**config.mk**
```make
export PLATFORM = sky130hd
export DESIGN_NAME = instr_fetch
export DESIGN_NICKNAME = d
export VERILOG_FILES = /design/src/rtl/fetch_pkg.sv /design/src/rtl/wait_timer.sv /design/src/rtl/instr_fetch.sv
export SDC_FILE = /design/constraint.sdc
export NUM_CORES = 1
export LEC_CHECK = 0
export BUFFER_PORTS_ARGS = -buffer_cell sky130_fd_sc_hd__buf_2
export CORE_AREA = 2 2 100 112
export CTS_BUF_LIST = sky130_fd_sc_hd__clkbuf_4
export CTS_CLUSTER_DIAMETER = 40
export CTS_CLUSTER_SIZE = 8
export DETAILED_ROUTE_END_ITERATION = 8
export DIE_AREA = 0 0 102 114
export GPL_ROUTABILITY_DRIVEN = 0
export PLACE_DENSITY = 0.67
export SLEW_MARGIN = 5
export SYNTH_ARGS = -nofsm -noshare
export SYNTH_HDL_FRONTEND = slang
export SYNTH_SLANG_ARGS = --single-unit
export TNS_END_PERCENT = 1
```
**constraint.sdc**
```tcl
create_clock -name clk -period 1.6 [get_ports clk]
set_input_delay 0.24 -clock clk [delete_from_list [all_inputs] [get_ports clk]]
set_output_delay 0.24 -clock clk [all_outputs]
set_load 0.005 [all_outputs]
```
**src/rtl/fetch_pkg.sv**
```systemverilog
// Shared fetch types and parameter defaults.
package fetch_pkg;

    localparam int ADDR_W_DEF   = 32;
    localparam int DATA_W_DEF   = 32;
    localparam int MAX_WAIT_DEF = 16;

    typedef enum logic [1:0] {
        IDLE = 2'd0,
        REQ  = 2'd1,
        HOLD = 2'd2,
        DROP = 2'd3
    } fetch_state_e;

endpackage

```
**src/rtl/wait_timer.sv**
```systemverilog
// Saturating wait counter; tc flags that the next enabled cycle reaches MAX_WAIT.
// No latency beyond the count register; no handshake.
module wait_timer
    import fetch_pkg::*;
#(
    parameter int MAX_WAIT = MAX_WAIT_DEF
) (
    input  logic clk,
    input  logic reset,
    input  logic clr,
    input  logic en,
    output logic tc
);

    localparam int CNT_W = $clog2(MAX_WAIT + 1);
    localparam logic [CNT_W-1:0] CNT_MAX  = CNT_W'(MAX_WAIT);
    localparam logic [CNT_W-1:0] CNT_LAST = CNT_W'(MAX_WAIT - 1);

    logic [CNT_W-1:0] cnt_q;
    logic [CNT_W-1:0] cnt_d;

    always_comb begin
        cnt_d = cnt_q;
        if (clr) begin
            cnt_d = '0;
        end else if (en && (cnt_q != CNT_MAX)) begin
            cnt_d = cnt_q + 1'b1;
        end
    end

    always_ff @(posedge clk) begin
        if (!reset) begin
            cnt_q <= '0;
        end else begin
            cnt_q <= cnt_d;
        end
    end

    // Cycles already waited equal MAX_WAIT-1, so one more miss is the timeout.
    assign tc = (cnt_q >= CNT_LAST);

endmodule

```
**src/rtl/instr_fetch.sv**
```systemverilog
// Single-outstanding instruction fetch: pc_valid -> mem_req next cycle, mem_ack -> ir_valid next cycle.
// Holds ir until ir_ready; flush discards in-flight data; timeout raises sticky fetch_err.
module instr_fetch
    import fetch_pkg::*;
#(
    parameter int ADDR_W   = ADDR_W_DEF,
    parameter int DATA_W   = DATA_W_DEF,
    parameter int MAX_WAIT = MAX_WAIT_DEF
) (
    input  logic              clk,
    input  logic              reset,
    input  logic [ADDR_W-1:0] pc,
    input  logic              pc_valid,
    input  logic              flush,
    output logic [ADDR_W-1:0] mem_addr,
    output logic              mem_req,
    input  logic [DATA_W-1:0] mem_rdata,
    input  logic              mem_ack,
    output logic [DATA_W-1:0] ir,
    output logic [ADDR_W-1:0] ir_pc,
    output logic              ir_valid,
    input  logic              ir_ready,
    output logic              pc_inc,
    output logic              fetch_err
);

    fetch_state_e      state_q, state_d;
    logic              mem_req_q, mem_req_d;
    logic [ADDR_W-1:0] mem_addr_q, mem_addr_d;
    logic [DATA_W-1:0] ir_q, ir_d;
    logic [ADDR_W-1:0] ir_pc_q, ir_pc_d;
    logic              ir_valid_q, ir_valid_d;
    logic              pc_inc_q, pc_inc_d;
    logic              fetch_err_q, fetch_err_d;
    logic              issue;
    logic              tmr_en;
    logic              tmr_tc;

    assign tmr_en = ((state_q == REQ) || (state_q == DROP)) && !mem_ack;

    wait_timer #(
        .MAX_WAIT (MAX_WAIT)
    ) u_wait_timer (
        .clk   (clk),
        .reset (reset),
        .clr   (issue),
        .en    (tmr_en),
        .tc    (tmr_tc)
    );

    always_comb begin
        state_d     = state_q;
        mem_req_d   = mem_req_q;
        mem_addr_d  = mem_addr_q;
        ir_d        = ir_q;
        ir_pc_d     = ir_pc_q;
        ir_valid_d  = ir_valid_q;
        pc_inc_d    = 1'b0;
        fetch_err_d = fetch_err_q;
        issue       = 1'b0;

        case (state_q)
            IDLE: begin
                issue = pc_valid && !flush && !fetch_err_q;
            end
            REQ: begin
                if (mem_ack) begin
                    mem_req_d = 1'b0;
                    state_d   = IDLE;
                    if (!flush) begin
                        ir_d       = mem_rdata;
                        ir_pc_d    = mem_addr_q;
                        ir_valid_d = 1'b1;
                        pc_inc_d   = 1'b1;
                        state_d    = HOLD;
                    end
                end else if (tmr_tc) begin
                    mem_req_d   = 1'b0;
                    fetch_err_d = 1'b1;
                    state_d     = IDLE;
                end else if (flush) begin
                    state_d = DROP;
                end
            end
            HOLD: begin
                if (flush) begin
                    ir_valid_d = 1'b0;
                    state_d    = IDLE;
                end else if (ir_ready) begin
                    ir_valid_d = 1'b0;
                    state_d    = IDLE;
                    issue      = pc_valid && !fetch_err_q;
                end
            end
            DROP: begin
                // Request must stay up until the memory answers; the data is thrown away.
                if (mem_ack) begin
                    mem_req_d = 1'b0;
                    state_d   = IDLE;
                end else if (tmr_tc) begin
                    mem_req_d   = 1'b0;
                    fetch_err_d = 1'b1;
                    state_d     = IDLE;
                end
            end
            default: begin
                state_d = IDLE;
            end
        endcase

        if (issue) begin
            mem_req_d  = 1'b1;
            mem_addr_d = {pc[ADDR_W-1:2], 2'b00};
            state_d    = REQ;
        end
    end

    always_ff @(posedge clk) begin
        if (!reset) begin
            state_q     <= IDLE;
            mem_req_q   <= 1'b0;
            mem_addr_q  <= '0;
            ir_q        <= '0;
            ir_pc_q     <= '0;
            ir_valid_q  <= 1'b0;
            pc_inc_q    <= 1'b0;
            fetch_err_q <= 1'b0;
        end else begin
            state_q     <= state_d;
            mem_req_q   <= mem_req_d;
            mem_addr_q  <= mem_addr_d;
            ir_q        <= ir_d;
            ir_pc_q     <= ir_pc_d;
            ir_valid_q  <= ir_valid_d;
            pc_inc_q    <= pc_inc_d;
            fetch_err_q <= fetch_err_d;
        end
    end

    assign mem_req   = mem_req_q;
    assign mem_addr  = mem_addr_q;
    assign ir        = ir_q;
    assign ir_pc     = ir_pc_q;
    assign ir_valid  = ir_valid_q;
    assign pc_inc    = pc_inc_q;
    assign fetch_err = fetch_err_q;

endmodule

```
==> report_table.html, run 1 <==
<table>
<tr><th>Metric</th><th>Value</th></tr>
<tr><th colspan="2">Layout</th></tr>
<tr><td>Fraction of final layout cells sized beyond drive strength 1</td><td>between 30% and 40%</td></tr>
<tr><td>Leading cell type in the layout, fill and taps excluded</td><td>sky130_fd_sc_hd__buf_2</td></tr>
<tr><td>Layout fillers</td><td>slightly below 1,000</td></tr>
<tr><td>Final net count</td><td>approximately 760</td></tr>
<tr><td>Final cell utilization of the core</td><td>54.7%</td></tr>
<tr><td>Number of diodes</td><td>0</td></tr>
<tr><td>Commonest cells after routing, fill and taps aside</td><td>sky130_fd_sc_hd__buf_2 (163), sky130_fd_sc_hd__nand2_1 (125), sky130_fd_sc_hd__dfxtp_1 (102)</td></tr>
<tr><td>Area growth, synth to finish</td><td>40.9%</td></tr>
<tr><th colspan="2">Floorplan</th></tr>
<tr><td>Initial core utilization</td><td>approximately two fifths</td></tr>
<tr><td>Chip width</td><td>roughly 100 um</td></tr>
<tr><td>Die Area</td><td>11,600 um^2</td></tr>
<tr><td>Core box area</td><td>roughly 11,000 um^2</td></tr>
<tr><td>Die Y-Extent</td><td>between 100 and 150 um</td></tr>
<tr><td>Ports placed on the boundary</td><td>170</td></tr>
<tr><td>Std cell rows</td><td>40</td></tr>
<tr><th colspan="2">Timing</th></tr>
<tr><td>Tmin final</td><td>between 1.5 and 2 ns</td></tr>
<tr><td>Number of endpoints with negative hold slack in the final report</td><td>0</td></tr>
<tr><td>Max Fclk</td><td>around 0.65 GHz</td></tr>
<tr><td>Final period util</td><td>a little over nine tenths</td></tr>
<tr><td>Final-layout setup total negative slack</td><td>0 ns</td></tr>
<tr><td>Maximum clock skew at final layout</td><td>0.00917 ns</td></tr>
<tr><td>Total setup violations reported at the end of the flow</td><td>0</td></tr>
<tr><td>Slack of the critical path</td><td>about 0.068 ns</td></tr>
<tr><td>Max Transition Viols Final</td><td>0</td></tr>
<tr><th colspan="2">Synth</th></tr>
<tr><td>Cell accounting for the most synthesized area</td><td>sky130_fd_sc_hd__dfxtp_1</td></tr>
<tr><td>Post-synthesis sequential area ratio</td><td>50.1%</td></tr>
<tr><td>Primary flip-flop cell chosen by synthesis mapping</td><td>sky130_fd_sc_hd__dfxtp_1</td></tr>
<tr><td>Area fraction in and, or, nand and nor cells after synthesis</td><td>approximately a fifth</td></tr>
<tr><td>Fraction of post-synthesis cell area in the top cell type by area</td><td>between 50% and 60%</td></tr>
<tr><td>Post-synth EDFFs</td><td>0</td></tr>
<tr><td>Post-Syn Instances</td><td>488</td></tr>
<tr><td>XOR/XNOR share of the synthesized area</td><td>0%</td></tr>
<tr><td>Multiplexer share of the synthesized area</td><td>0%</td></tr>
<tr><td>Fraction of the mapped netlist area in adder cells</td><td>less than 1%</td></tr>
<tr><td>Combinational family with the most area after synthesis</td><td>compound AO/OA/AOI/OAI gates</td></tr>
<tr><td>Yosys cell types</td><td>37</td></tr>
<tr><td>Top cells by area in the synthesized netlist</td><td>sky130_fd_sc_hd__dfxtp_1 (50%), sky130_fd_sc_hd__a21oi_1 (12%), sky130_fd_sc_hd__nand2_1 (11%)</td></tr>
<tr><td>Total of warnings raised by yosys</td><td>0</td></tr>
<tr><td>Share of flip-flops with an asynchronous set or reset after synthesis</td><td>0%</td></tr>
<tr><td>Count of state elements after synthesis</td><td>a little over 100</td></tr>
<tr><td>Post-synthesis compound-gate area fraction</td><td>a little over a fifth</td></tr>
<tr><td>Post-synthesis cell area</td><td>around 4100 um^2</td></tr>
<tr><td>Avg Synthesized Cell Area</td><td>around 8.4 um^2</td></tr>
<tr><th colspan="2">Clock tree</th></tr>
<tr><td>TritonCTS Buffers</td><td>9</td></tr>
<tr><td>Clock Tree Root</td><td>sky130_fd_sc_hd__clkbuf_4</td></tr>
<tr><td>H-Tree Level Count</td><td>3</td></tr>
<tr><td>Number of buffers between clock root and the deepest sink</td><td>2</td></tr>
<tr><td>Clock latency of the later-clocked register in the worst-skew pair</td><td>about 0.45 ns</td></tr>
<tr><td>Clk sinks</td><td>a little over 100</td></tr>
<tr><td>Clock-pin slew on the worst setup and hold paths</td><td>~0.16 ns</td></tr>
<tr><td>CTS tree</td><td>built</td></tr>
<tr><th colspan="2">Global route</th></tr>
<tr><td>Wire length of the first global-routing pass</td><td>~19,000 um</td></tr>
<tr><td>Grt total ovfl</td><td>0</td></tr>
<tr><td>Vias in the first global route</td><td>between 3,000 and 4,000</td></tr>
<tr><td>Maximum number of pins on one net before global-route repair</td><td>50</td></tr>
<tr><td>Initial antenna violation count</td><td>0</td></tr>
<tr><td>All-layer global routing usage</td><td>roughly 20%</td></tr>
<tr><th colspan="2">Setup path</th></tr>
<tr><td>Slowest stage cell, crit path</td><td>sky130_fd_sc_hd__or3b_1</td></tr>
<tr><td>Worst setup path start</td><td>fetch_err$_SDFFE_PN0P_</td></tr>
<tr><td>Critical Path Source Type</td><td>register</td></tr>
<tr><td>Crit path largest cell delay</td><td>about 0.48 ns</td></tr>
<tr><td>Series of cell instances along the critical path</td><td>or3b_1 &gt; buf_4 &gt; o31ai_1 &gt; a21oi_1</td></tr>
<tr><td>Data required, critical path</td><td>1.96 ns</td></tr>
<tr><td>Sort of element at the end of the critical path</td><td>register</td></tr>
<tr><td>Arrival time worst endpoint</td><td>about 1.9 ns</td></tr>
<tr><td>Worst flop-to-flop path startpoint</td><td>fetch_err$_SDFFE_PN0P_</td></tr>
<tr><td>Category of the critical setup timing path</td><td>register to register</td></tr>
<tr><td>Worst Path Max Fanout</td><td>10</td></tr>
<tr><th colspan="2">Pwr</th></tr>
<tr><td>Clock power frac</td><td>30.2%</td></tr>
<tr><td>Leak</td><td>~2.4 nW</td></tr>
<tr><td>Portion of total power attributed to sequential cells</td><td>between 50% and 60%</td></tr>
<tr><td>Power Internal</td><td>roughly 3.4 mW</td></tr>
<tr><td>Net Sw Frac</td><td>a little over a quarter</td></tr>
<tr><td>Net Switching</td><td>approximately 1.2 mW</td></tr>
<tr><td>Power Density</td><td>approximately 800 nW/um^2</td></tr>
<tr><td>Peak supply drop</td><td>~470 uV</td></tr>
<tr><td>Logic pwr share</td><td>about an eighth</td></tr>
<tr><th colspan="2">Status</th></tr>
<tr><td>Result of the run</td><td>finished, final reports clean</td></tr>
<tr><th colspan="2">Placed design</th></tr>
<tr><td>IO buf count</td><td>around 160</td></tr>
<tr><td>DPL Wire Length</td><td>around 8000 um</td></tr>
<tr><td>Setup slack at placement</td><td>0.0559 ns</td></tr>
<tr><th colspan="2">Drt</th></tr>
<tr><td>Number of vias per cell after detailed routing</td><td>4.99</td></tr>
<tr><td>Routed WL per cell</td><td>14.2 um</td></tr>
<tr><td>DRC violation count after routing</td><td>0</td></tr>
<tr><td>WL final</td><td>approximately 12,000 um</td></tr>
<tr><td>Routed Antenna Nets</td><td>0</td></tr>
<tr><td>Length of the first detailed-routing pass in iterations</td><td>4</td></tr>
<tr><td>Number of design-rule violations left by the first detailed-router iteration</td><td>341</td></tr>
<tr><td>Vias</td><td>~4,200</td></tr>
<tr><th colspan="2">Min path</th></tr>
<tr><td>Hold crit path type</td><td>input pin to register</td></tr>
<tr><td>Critical hold path startpoint</td><td>pc[29]</td></tr>
<tr><th colspan="2">Run</th></tr>
<tr><td>Max Cap Viol</td><td>0</td></tr>
</table>
==> power groups by stage <==
stage / combinational [mW] / sequential, mW / clock [mW]
2_1_floorplan: 0.243 / 2.72 / 0
3_3_place_gp: 0.448 / 2.73 / 0
3_5_place_dp: 0.458 / 2.73 / 0
4_1_cts: 0.554 / 2.67 / 1.46
5_1_grt: 0.610 / 2.69 / 1.54
6_report: 0.561 / 2.67 / 1.40
==> worst max-delay path, delay by kind of cell, from the launching register on <==
family	cells	cell delay (ns)
and+or+nand+nor	1	0.48
AOI/OAI and AO/OA	2	0.39
DFF	1	0.34
buffers and inverters	1	0.22
==> flip-flops by register name, summed over array words and instances, names as in the netlist <==
| register | count |
|---|---|
| ir | 32 |
| ir_valid | 1 |
| mem_addr | 30 |
| pc_inc | 1 |
| mem_req | 1 |
| fetch_err | 1 |
| ir_pc | 30 |
| u_wait_timer.cnt_q | 5 |
| state_q | 2 |
==> cell families (layout without fill, tap and decap cells) <==
group / after synthesis / count (layout)
other: 1 / 4
DFF: 103 / 103
buffers and inverters: 54 / 257
adders and majority gates: 3 / 3
and+or+nand+nor: 183 / 183
AOI/OAI and AO/OA: 144 / 144
==> per-layer routing <==
metal / up-vias / track usage [%] / wire length (um)
li1: 2101 / - / -
met1: 1936 / 24.0 / 5090
met2: 139 / 33.8 / 5880
met3: 22 / 4.60 / 752
met4: 0 / 8.80 / 255
met5: - / 0 / 0
==> cell usage after synthesis (2+ instances only) <==
cell / count
sky130_fd_sc_hd__nand2_1: 125
sky130_fd_sc_hd__dfxtp_1: 103
sky130_fd_sc_hd__a21oi_1: 98
sky130_fd_sc_hd__nand4_1: 31
sky130_fd_sc_hd__o31ai_1: 20
sky130_fd_sc_hd__buf_2: 19
sky130_fd_sc_hd__clkbuf_1: 18
sky130_fd_sc_hd__o31ai_2: 11
sky130_fd_sc_hd__o21ai_0: 7
sky130_fd_sc_hd__buf_4: 5
sky130_fd_sc_hd__buf_6: 5
sky130_fd_sc_hd__nand3_1: 5
sky130_fd_sc_hd__inv_1: 4
sky130_fd_sc_hd__nor2_1: 4
sky130_fd_sc_hd__ha_1: 3
sky130_fd_sc_hd__nand2b_1: 3
sky130_fd_sc_hd__nor3_1: 3
sky130_fd_sc_hd__a221oi_1: 2
sky130_fd_sc_hd__a31oi_1: 2
sky130_fd_sc_hd__buf_1: 2
sky130_fd_sc_hd__nor2b_1: 2
==> final timing paths <==
path / endpoint / depth (start not counted) / slack [ns]
setup / recovery: mem_addr[7]$_SDFFE_PN0P_ / 4 / 0.07
hold / removal: mem_addr[29]$_SDFFE_PN0P_ / 3 / 0.03
setup reg to reg: mem_addr[7]$_SDFFE_PN0P_ / 4 / 0.07
hold reg to reg: ir_pc[2]$_SDFFE_PN0P_ / 2 / 0.46
==> layout make-up <==
class | instances | area [um^2] | area share, %
inverter | 5 | 18.8 | 0.324
clock buffer | 9 | 67.6 | 1.16
multi-input combinational | 334 | 1830 | 31.6
timing repair buffer | 236 | 1560 | 26.8
tap | 147 | 184 | 3.17
clock inverter | 7 | 78.8 | 1.36
sequential | 103 | 2060 | 35.6
==> repair_timing <==
| action | 4_1_cts | 5_1_grt |
|---|---|---|
| endpoints found under the hold margin | 50 | 0 |
| gates resized for setup | 0 | 5 |
| setup buffers | 0 | 0 |
| hold buffers | 50 | 0 |
| setup endpoints to repair | 0 | 9 |
==> stage by stage <==
| stage | std cells | cell area (um^2) | hold WS, ns | power [mW] |
|---|---|---|---|---|
| 6_report | 841 | 5800 | 0.0307 | 4.63 |
| 5_1_grt | 841 | 5800 | 0.000535 | 4.83 |
| 4_1_cts | 841 | 5780 | 0.000120 | 4.69 |
| 3_5_place_dp | 775 | 5130 | 0.444 | 3.19 |
| 3_3_place_gp | 775 | 5130 | 0.439 | 3.18 |
| 2_1_floorplan | 491 | 4130 | 0.358 | 2.97 |
No activity file was read; power rests on OpenSTA's default activity.
==> run 2, diff against run 1 <==
--- a/config.mk
+++ b/config.mk
@@ -5,15 +5,16 @@
 export SDC_FILE = /design/constraint.sdc
 export NUM_CORES = 1
 export LEC_CHECK = 0
+export ABC_AREA = 1
 export BUFFER_PORTS_ARGS = -buffer_cell sky130_fd_sc_hd__buf_2
-export CORE_AREA = 2 2 100 112
+export CORE_AREA = 2 2 97 108
 export CTS_BUF_LIST = sky130_fd_sc_hd__clkbuf_4
 export CTS_CLUSTER_DIAMETER = 40
 export CTS_CLUSTER_SIZE = 8
 export DETAILED_ROUTE_END_ITERATION = 8
-export DIE_AREA = 0 0 102 114
+export DIE_AREA = 0 0 99 110
 export GPL_ROUTABILITY_DRIVEN = 0
-export PLACE_DENSITY = 0.67
+export PLACE_DENSITY = 0.68
 export SLEW_MARGIN = 5
 export SYNTH_ARGS = -nofsm -noshare
 export SYNTH_HDL_FRONTEND = slang
==> report_table.html, run 2 <==
<table>
<tr><th>Metric</th><th>Value</th></tr>
<tr><th colspan="2">Status</th></tr>
<tr><td>Result of the run</td><td>finished, final reports clean</td></tr>
<tr><th colspan="2">Placed design</th></tr>
<tr><td>DPL Wire Length</td><td>7130 um (-11%)</td></tr>
<tr><td>IO buf count</td><td>163 (unchanged)</td></tr>
<tr><td>Placed cells</td><td>767 (-1.0%)</td></tr>
<tr><th colspan="2">Timing</th></tr>
<tr><td>Number of endpoints with negative hold slack in the final report</td><td>0 (unchanged)</td></tr>
<tr><td>Max Fclk</td><td>0.659 GHz (+0.95%)</td></tr>
<tr><td>Final Hold Slack</td><td>0.0409 ns (+0.0102 ns)</td></tr>
<tr><td>Max Transition Viols Final</td><td>0 (unchanged)</td></tr>
<tr><td>Maximum clock skew at final layout</td><td>0.0105 ns (+0.00131 ns)</td></tr>
<tr><td>Final period util</td><td>94.9% (-0.90 points)</td></tr>
<tr><td>Total setup violations reported at the end of the flow</td><td>0 (unchanged)</td></tr>
<tr><td>Tmin final</td><td>1.52 ns (-0.0144 ns)</td></tr>
<tr><th colspan="2">Setup path</th></tr>
<tr><td>Series of cell instances along the critical path</td><td>ha_2 &gt; inv_1 &gt; nor2_1 &gt; ha_1 &gt; nor2_2 &gt; buf_4 &gt; buf_4 &gt; nand3_1 &gt; a21oi_1</td></tr>
<tr><td>Worst setup path start</td><td>u_wait_timer.cnt_q[0]$_SDFFE_PP0P_</td></tr>
<tr><td>Category of the critical setup timing path</td><td>register to register</td></tr>
<tr><td>Destination of the critical timing path</td><td>mem_req$_SDFFE_PN0P_</td></tr>
<tr><td>Critical Path Source Type</td><td>register</td></tr>
<tr><td>Slowest stage cell, crit path</td><td>sky130_fd_sc_hd__dfxtp_2</td></tr>
<tr><td>Sort of element at the end of the critical path</td><td>register</td></tr>
<tr><td>Number of cell instances on the worst register-to-register path</td><td>9 (+5)</td></tr>
<tr><td>Library cell appearing most often on the critical path</td><td>sky130_fd_sc_hd__buf_4</td></tr>
<tr><td>Arrival time worst endpoint</td><td>1.89 ns (about the same)</td></tr>
<tr><td>Data required, critical path</td><td>1.97 ns (about the same)</td></tr>
<tr><td>Worst flop-to-flop path startpoint</td><td>u_wait_timer.cnt_q[0]$_SDFFE_PP0P_</td></tr>
<tr><td>Worst Path Max Fanout</td><td>4 (-6)</td></tr>
<tr><td>Register-to-register path setup slack</td><td>0.08 ns (about the same)</td></tr>
<tr><td>Crit path largest cell delay</td><td>0.36 ns (-0.12 ns)</td></tr>
<tr><td>Worst reg2reg path endpoint</td><td>mem_req$_SDFFE_PN0P_</td></tr>
<tr><th colspan="2">Run</th></tr>
<tr><td>Max Cap Viol</td><td>0 (unchanged)</td></tr>
<tr><th colspan="2">Synth</th></tr>
<tr><td>Most common cell in the netlist</td><td>sky130_fd_sc_hd__nor2_1</td></tr>
<tr><td>Top cells by area in the synthesized netlist</td><td>sky130_fd_sc_hd__dfxtp_1 (54%), sky130_fd_sc_hd__nor2_1 (20%), sky130_fd_sc_hd__o21ai_0 (11%)</td></tr>
<tr><td>Total of warnings raised by yosys</td><td>0 (unchanged)</td></tr>
<tr><td>Post-synthesis sequential area ratio</td><td>54.1% (+4.0 points)</td></tr>
<tr><td>Yosys cell types</td><td>24 (-35%)</td></tr>
<tr><td>Count of state elements after synthesis</td><td>103 (unchanged)</td></tr>
<tr><td>Fraction of post-synthesis cell area in the top cell type by area</td><td>54.1% (+4.0 points)</td></tr>
<tr><td>Post-Syn Instances</td><td>499 (+2.3%)</td></tr>
<tr><td>Post-synthesis cell area</td><td>3810 um^2 (-7.4%)</td></tr>
<tr><td>Primary flip-flop cell chosen by synthesis mapping</td><td>sky130_fd_sc_hd__dfxtp_1</td></tr>
<tr><td>Cell accounting for the most synthesized area</td><td>sky130_fd_sc_hd__dfxtp_1</td></tr>
<tr><td>Share of flip-flops with an asynchronous set or reset after synthesis</td><td>0% (unchanged)</td></tr>
<tr><td>Post-synth EDFFs</td><td>0 (unchanged)</td></tr>
<tr><td>Most frequent cells after synthesis</td><td>sky130_fd_sc_hd__nor2_1 (202), sky130_fd_sc_hd__dfxtp_1 (103), sky130_fd_sc_hd__o21ai_0 (86)</td></tr>
<tr><td>Avg Synthesized Cell Area</td><td>7.64 um^2 (-9.5%)</td></tr>
<tr><th colspan="2">Clock tree</th></tr>
<tr><td>H-Tree Level Count</td><td>3 (unchanged)</td></tr>
<tr><td>Number of buffers between clock root and the deepest sink</td><td>2 (unchanged)</td></tr>
<tr><td>TritonCTS Buffers</td><td>9 (unchanged)</td></tr>
<tr><td>Clk sinks</td><td>103 (unchanged)</td></tr>
<tr><td>CTS tree</td><td>built</td></tr>
<tr><td>Clock Tree Root</td><td>sky130_fd_sc_hd__clkbuf_4</td></tr>
<tr><td>Clock-pin slew on the worst setup and hold paths</td><td>0.14 ns (-0.02 ns)</td></tr>
<tr><td>Clock latency of the later-clocked register in the worst-skew pair</td><td>0.43 ns (-0.02 ns)</td></tr>
<tr><th colspan="2">Layout</th></tr>
<tr><td>Commonest cells after routing, fill and taps aside</td><td>sky130_fd_sc_hd__nor2_1 (201), sky130_fd_sc_hd__buf_2 (163), sky130_fd_sc_hd__dfxtp_1 (100)</td></tr>
<tr><td>Max FFs per register</td><td>32 (unchanged)</td></tr>
<tr><td>Layout fillers</td><td>985 (+0.20%)</td></tr>
<tr><td>Area growth, synth to finish</td><td>30.2%</td></tr>
<tr><td>Post-layout instance count excluding filler cells</td><td>787 (-6.4%)</td></tr>
<tr><td>Final net count</td><td>734 (-3.7%)</td></tr>
<tr><td>Leading cell type in the layout, fill and taps excluded</td><td>sky130_fd_sc_hd__nor2_1</td></tr>
<tr><td>Fraction of final layout cells sized beyond drive strength 1</td><td>30.8% (-1.6 points)</td></tr>
<tr><th colspan="2">Pwr</th></tr>
<tr><td>Peak supply drop</td><td>505 uV (+8.1%)</td></tr>
<tr><td>Leak</td><td>2.38 nW (-1.3%)</td></tr>
<tr><td>Power Density</td><td>1260 nW/um^2 (+58%)</td></tr>
<tr><th colspan="2">Global route</th></tr>
<tr><td>Initial antenna violation count</td><td>3 (+3)</td></tr>
<tr><td>Vias in the first global route</td><td>3,261 (-18%)</td></tr>
<tr><td>Grt total ovfl</td><td>0 (unchanged)</td></tr>
<tr><td>All-layer global routing usage</td><td>17.6% (-2.4 points)</td></tr>
<tr><td>Maximum number of pins on one net before global-route repair</td><td>46 (-8.0%)</td></tr>
<tr><td>Wire length of the first global-routing pass</td><td>15,400 um (-17%)</td></tr>
<tr><th colspan="2">Min path</th></tr>
<tr><td>Hold crit path type</td><td>input pin to register</td></tr>
<tr><td>Critical hold path startpoint</td><td>mem_rdata[25]</td></tr>
<tr><th colspan="2">Floorplan</th></tr>
<tr><td>Initial core utilization</td><td>39.1% (+0.30 points)</td></tr>
<tr><td>Core box area</td><td>9750 um^2 (-8.1%)</td></tr>
<tr><td>Chip width</td><td>99 um (-2.9%)</td></tr>
<tr><td>Die Area</td><td>10,900 um^2 (-6.3%)</td></tr>
<tr><td>Die Y-Extent</td><td>110 um (-3.5%)</td></tr>
<tr><td>Ports placed on the boundary</td><td>170 (unchanged)</td></tr>
<tr><td>Std cell rows</td><td>38 (-5.0%)</td></tr>
<tr><th colspan="2">Drt</th></tr>
<tr><td>Vias</td><td>3,690 (-12%)</td></tr>
<tr><td>WL final</td><td>9880 um (-18%)</td></tr>
<tr><td>Routed Antenna Nets</td><td>0 (unchanged)</td></tr>
<tr><td>Number of design-rule violations left by the first detailed-router iteration</td><td>85 (-75%)</td></tr>
<tr><td>Number of vias per cell after detailed routing</td><td>4.69 (-6.1%)</td></tr>
<tr><td>Routed WL per cell</td><td>12.5 um (-12%)</td></tr>
<tr><td>Length of the first detailed-routing pass in iterations</td><td>4 (unchanged)</td></tr>
<tr><td>DRC violation count after routing</td><td>0 (unchanged)</td></tr>
</table>
==> run 2: cell types whose count changed in the layout (fill, tap and decap cells not counted), moves of 12 or more <==
cell,before,now
sky130_fd_sc_hd__o31ai_1,19,0
sky130_fd_sc_hd__o31ai_2,12,0
sky130_fd_sc_hd__nor2_1,4,201
sky130_fd_sc_hd__o21ai_0,7,86
sky130_fd_sc_hd__nand2_1,125,25
sky130_fd_sc_hd__a21oi_1,98,5
sky130_fd_sc_hd__nand4_1,31,1
sky130_fd_sc_hd__dlygate4sd3_1,50,2
==> run 2: logic make-up (layout without fill, tap and decap cells) <==
kind of cell    count (synthesis)  count (layout)  share of synthesized area (%)
compound gates                101             101                           13.4
fa+ha+maj                       3               3                          0.985
buf+inv                        49             212                           6.86
flops                         103             103                           54.1
other cells                     1               6                         0.0984
simple gates                  242             242                           24.6
==> run 2: cell type report <==
| type | instances | area, um^2 | share of cell area, % |
|---|---|---|---|
| multi-input combinational | 350 | 1520 | 30.7 |
| timing repair buffer | 181 | 997 | 20.1 |
| antenna | 2 | 5.00 | 0.101 |
| inverter | 16 | 62.6 | 1.26 |
| clock inverter | 5 | 82.6 | 1.66 |
| clock buffer | 10 | 75.1 | 1.51 |
| tap | 120 | 150 | 3.03 |
| sequential | 103 | 2070 | 41.6 |
==> run 2: power breakdown <==
group / internal [mW] / switching [mW]
clock: 0.651 / 0.813
sequential: 2.94 / 0.231
combinational: 0.720 / 0.906
==> run 2: stage by stage <==
step	power [mW]	setup WS, ns	instance area (um^2)	util, %	setup TNS (ns)
after CTS	6.32	0.0534	4930	50.6	0
final	6.26	0.0822	4960	50.9	0
after detailed placement	4.84	-0.0198	4750	48.7	-0.0198
after floorplan	4.16	0.188	3820	-	0
after global routing	6.70	-0.0364	4960	50.9	-0.0364
after global placement	4.78	0.106	4750	48.7	0
==> run 2: per-layer routing <==
layer / up-vias / GRT usage, % / part of all wire [%]
li1: 1897 / - / -
met1: 1655 / 21.3 / 43
met2: 119 / 30.0 / 48
met3: 17 / 4.67 / 6.5
met4: 2 / 7.05 / 1.7
met5: - / 0 / 0.11
==> run 2: how the worst min path moves through the flow <==
stage,end,depth (start not counted)
6_report,ir[25]$_SDFFE_PN0P_,3
5_1_grt,mem_addr[15]$_SDFFE_PN0P_,3
4_1_cts,mem_addr[23]$_SDFFE_PN0P_,3
3_5_place_dp,ir_valid$_SDFFE_PN0P_,2
3_3_place_gp,ir_valid$_SDFFE_PN0P_,2
2_1_floorplan,ir[18]$_SDFFE_PN0P_,2
==> run 2: worst max-delay path, delay by kind of cell, from the launching register on <==
family	cells	cell delay, ns
fa+ha+maj	2	0.37
compound gates	1	0.16
flops	1	0.36
simple gates	3	0.27
buf+inv	3	0.32
==> run 2: repair_timing <==
action	CTS	global route
endpoints found under the setup margin	2	8
gates resized for setup	1	6
endpoints found under the hold margin	2	0
buffers inserted	0	1
hold buffers	2	0
pin swaps	0	2
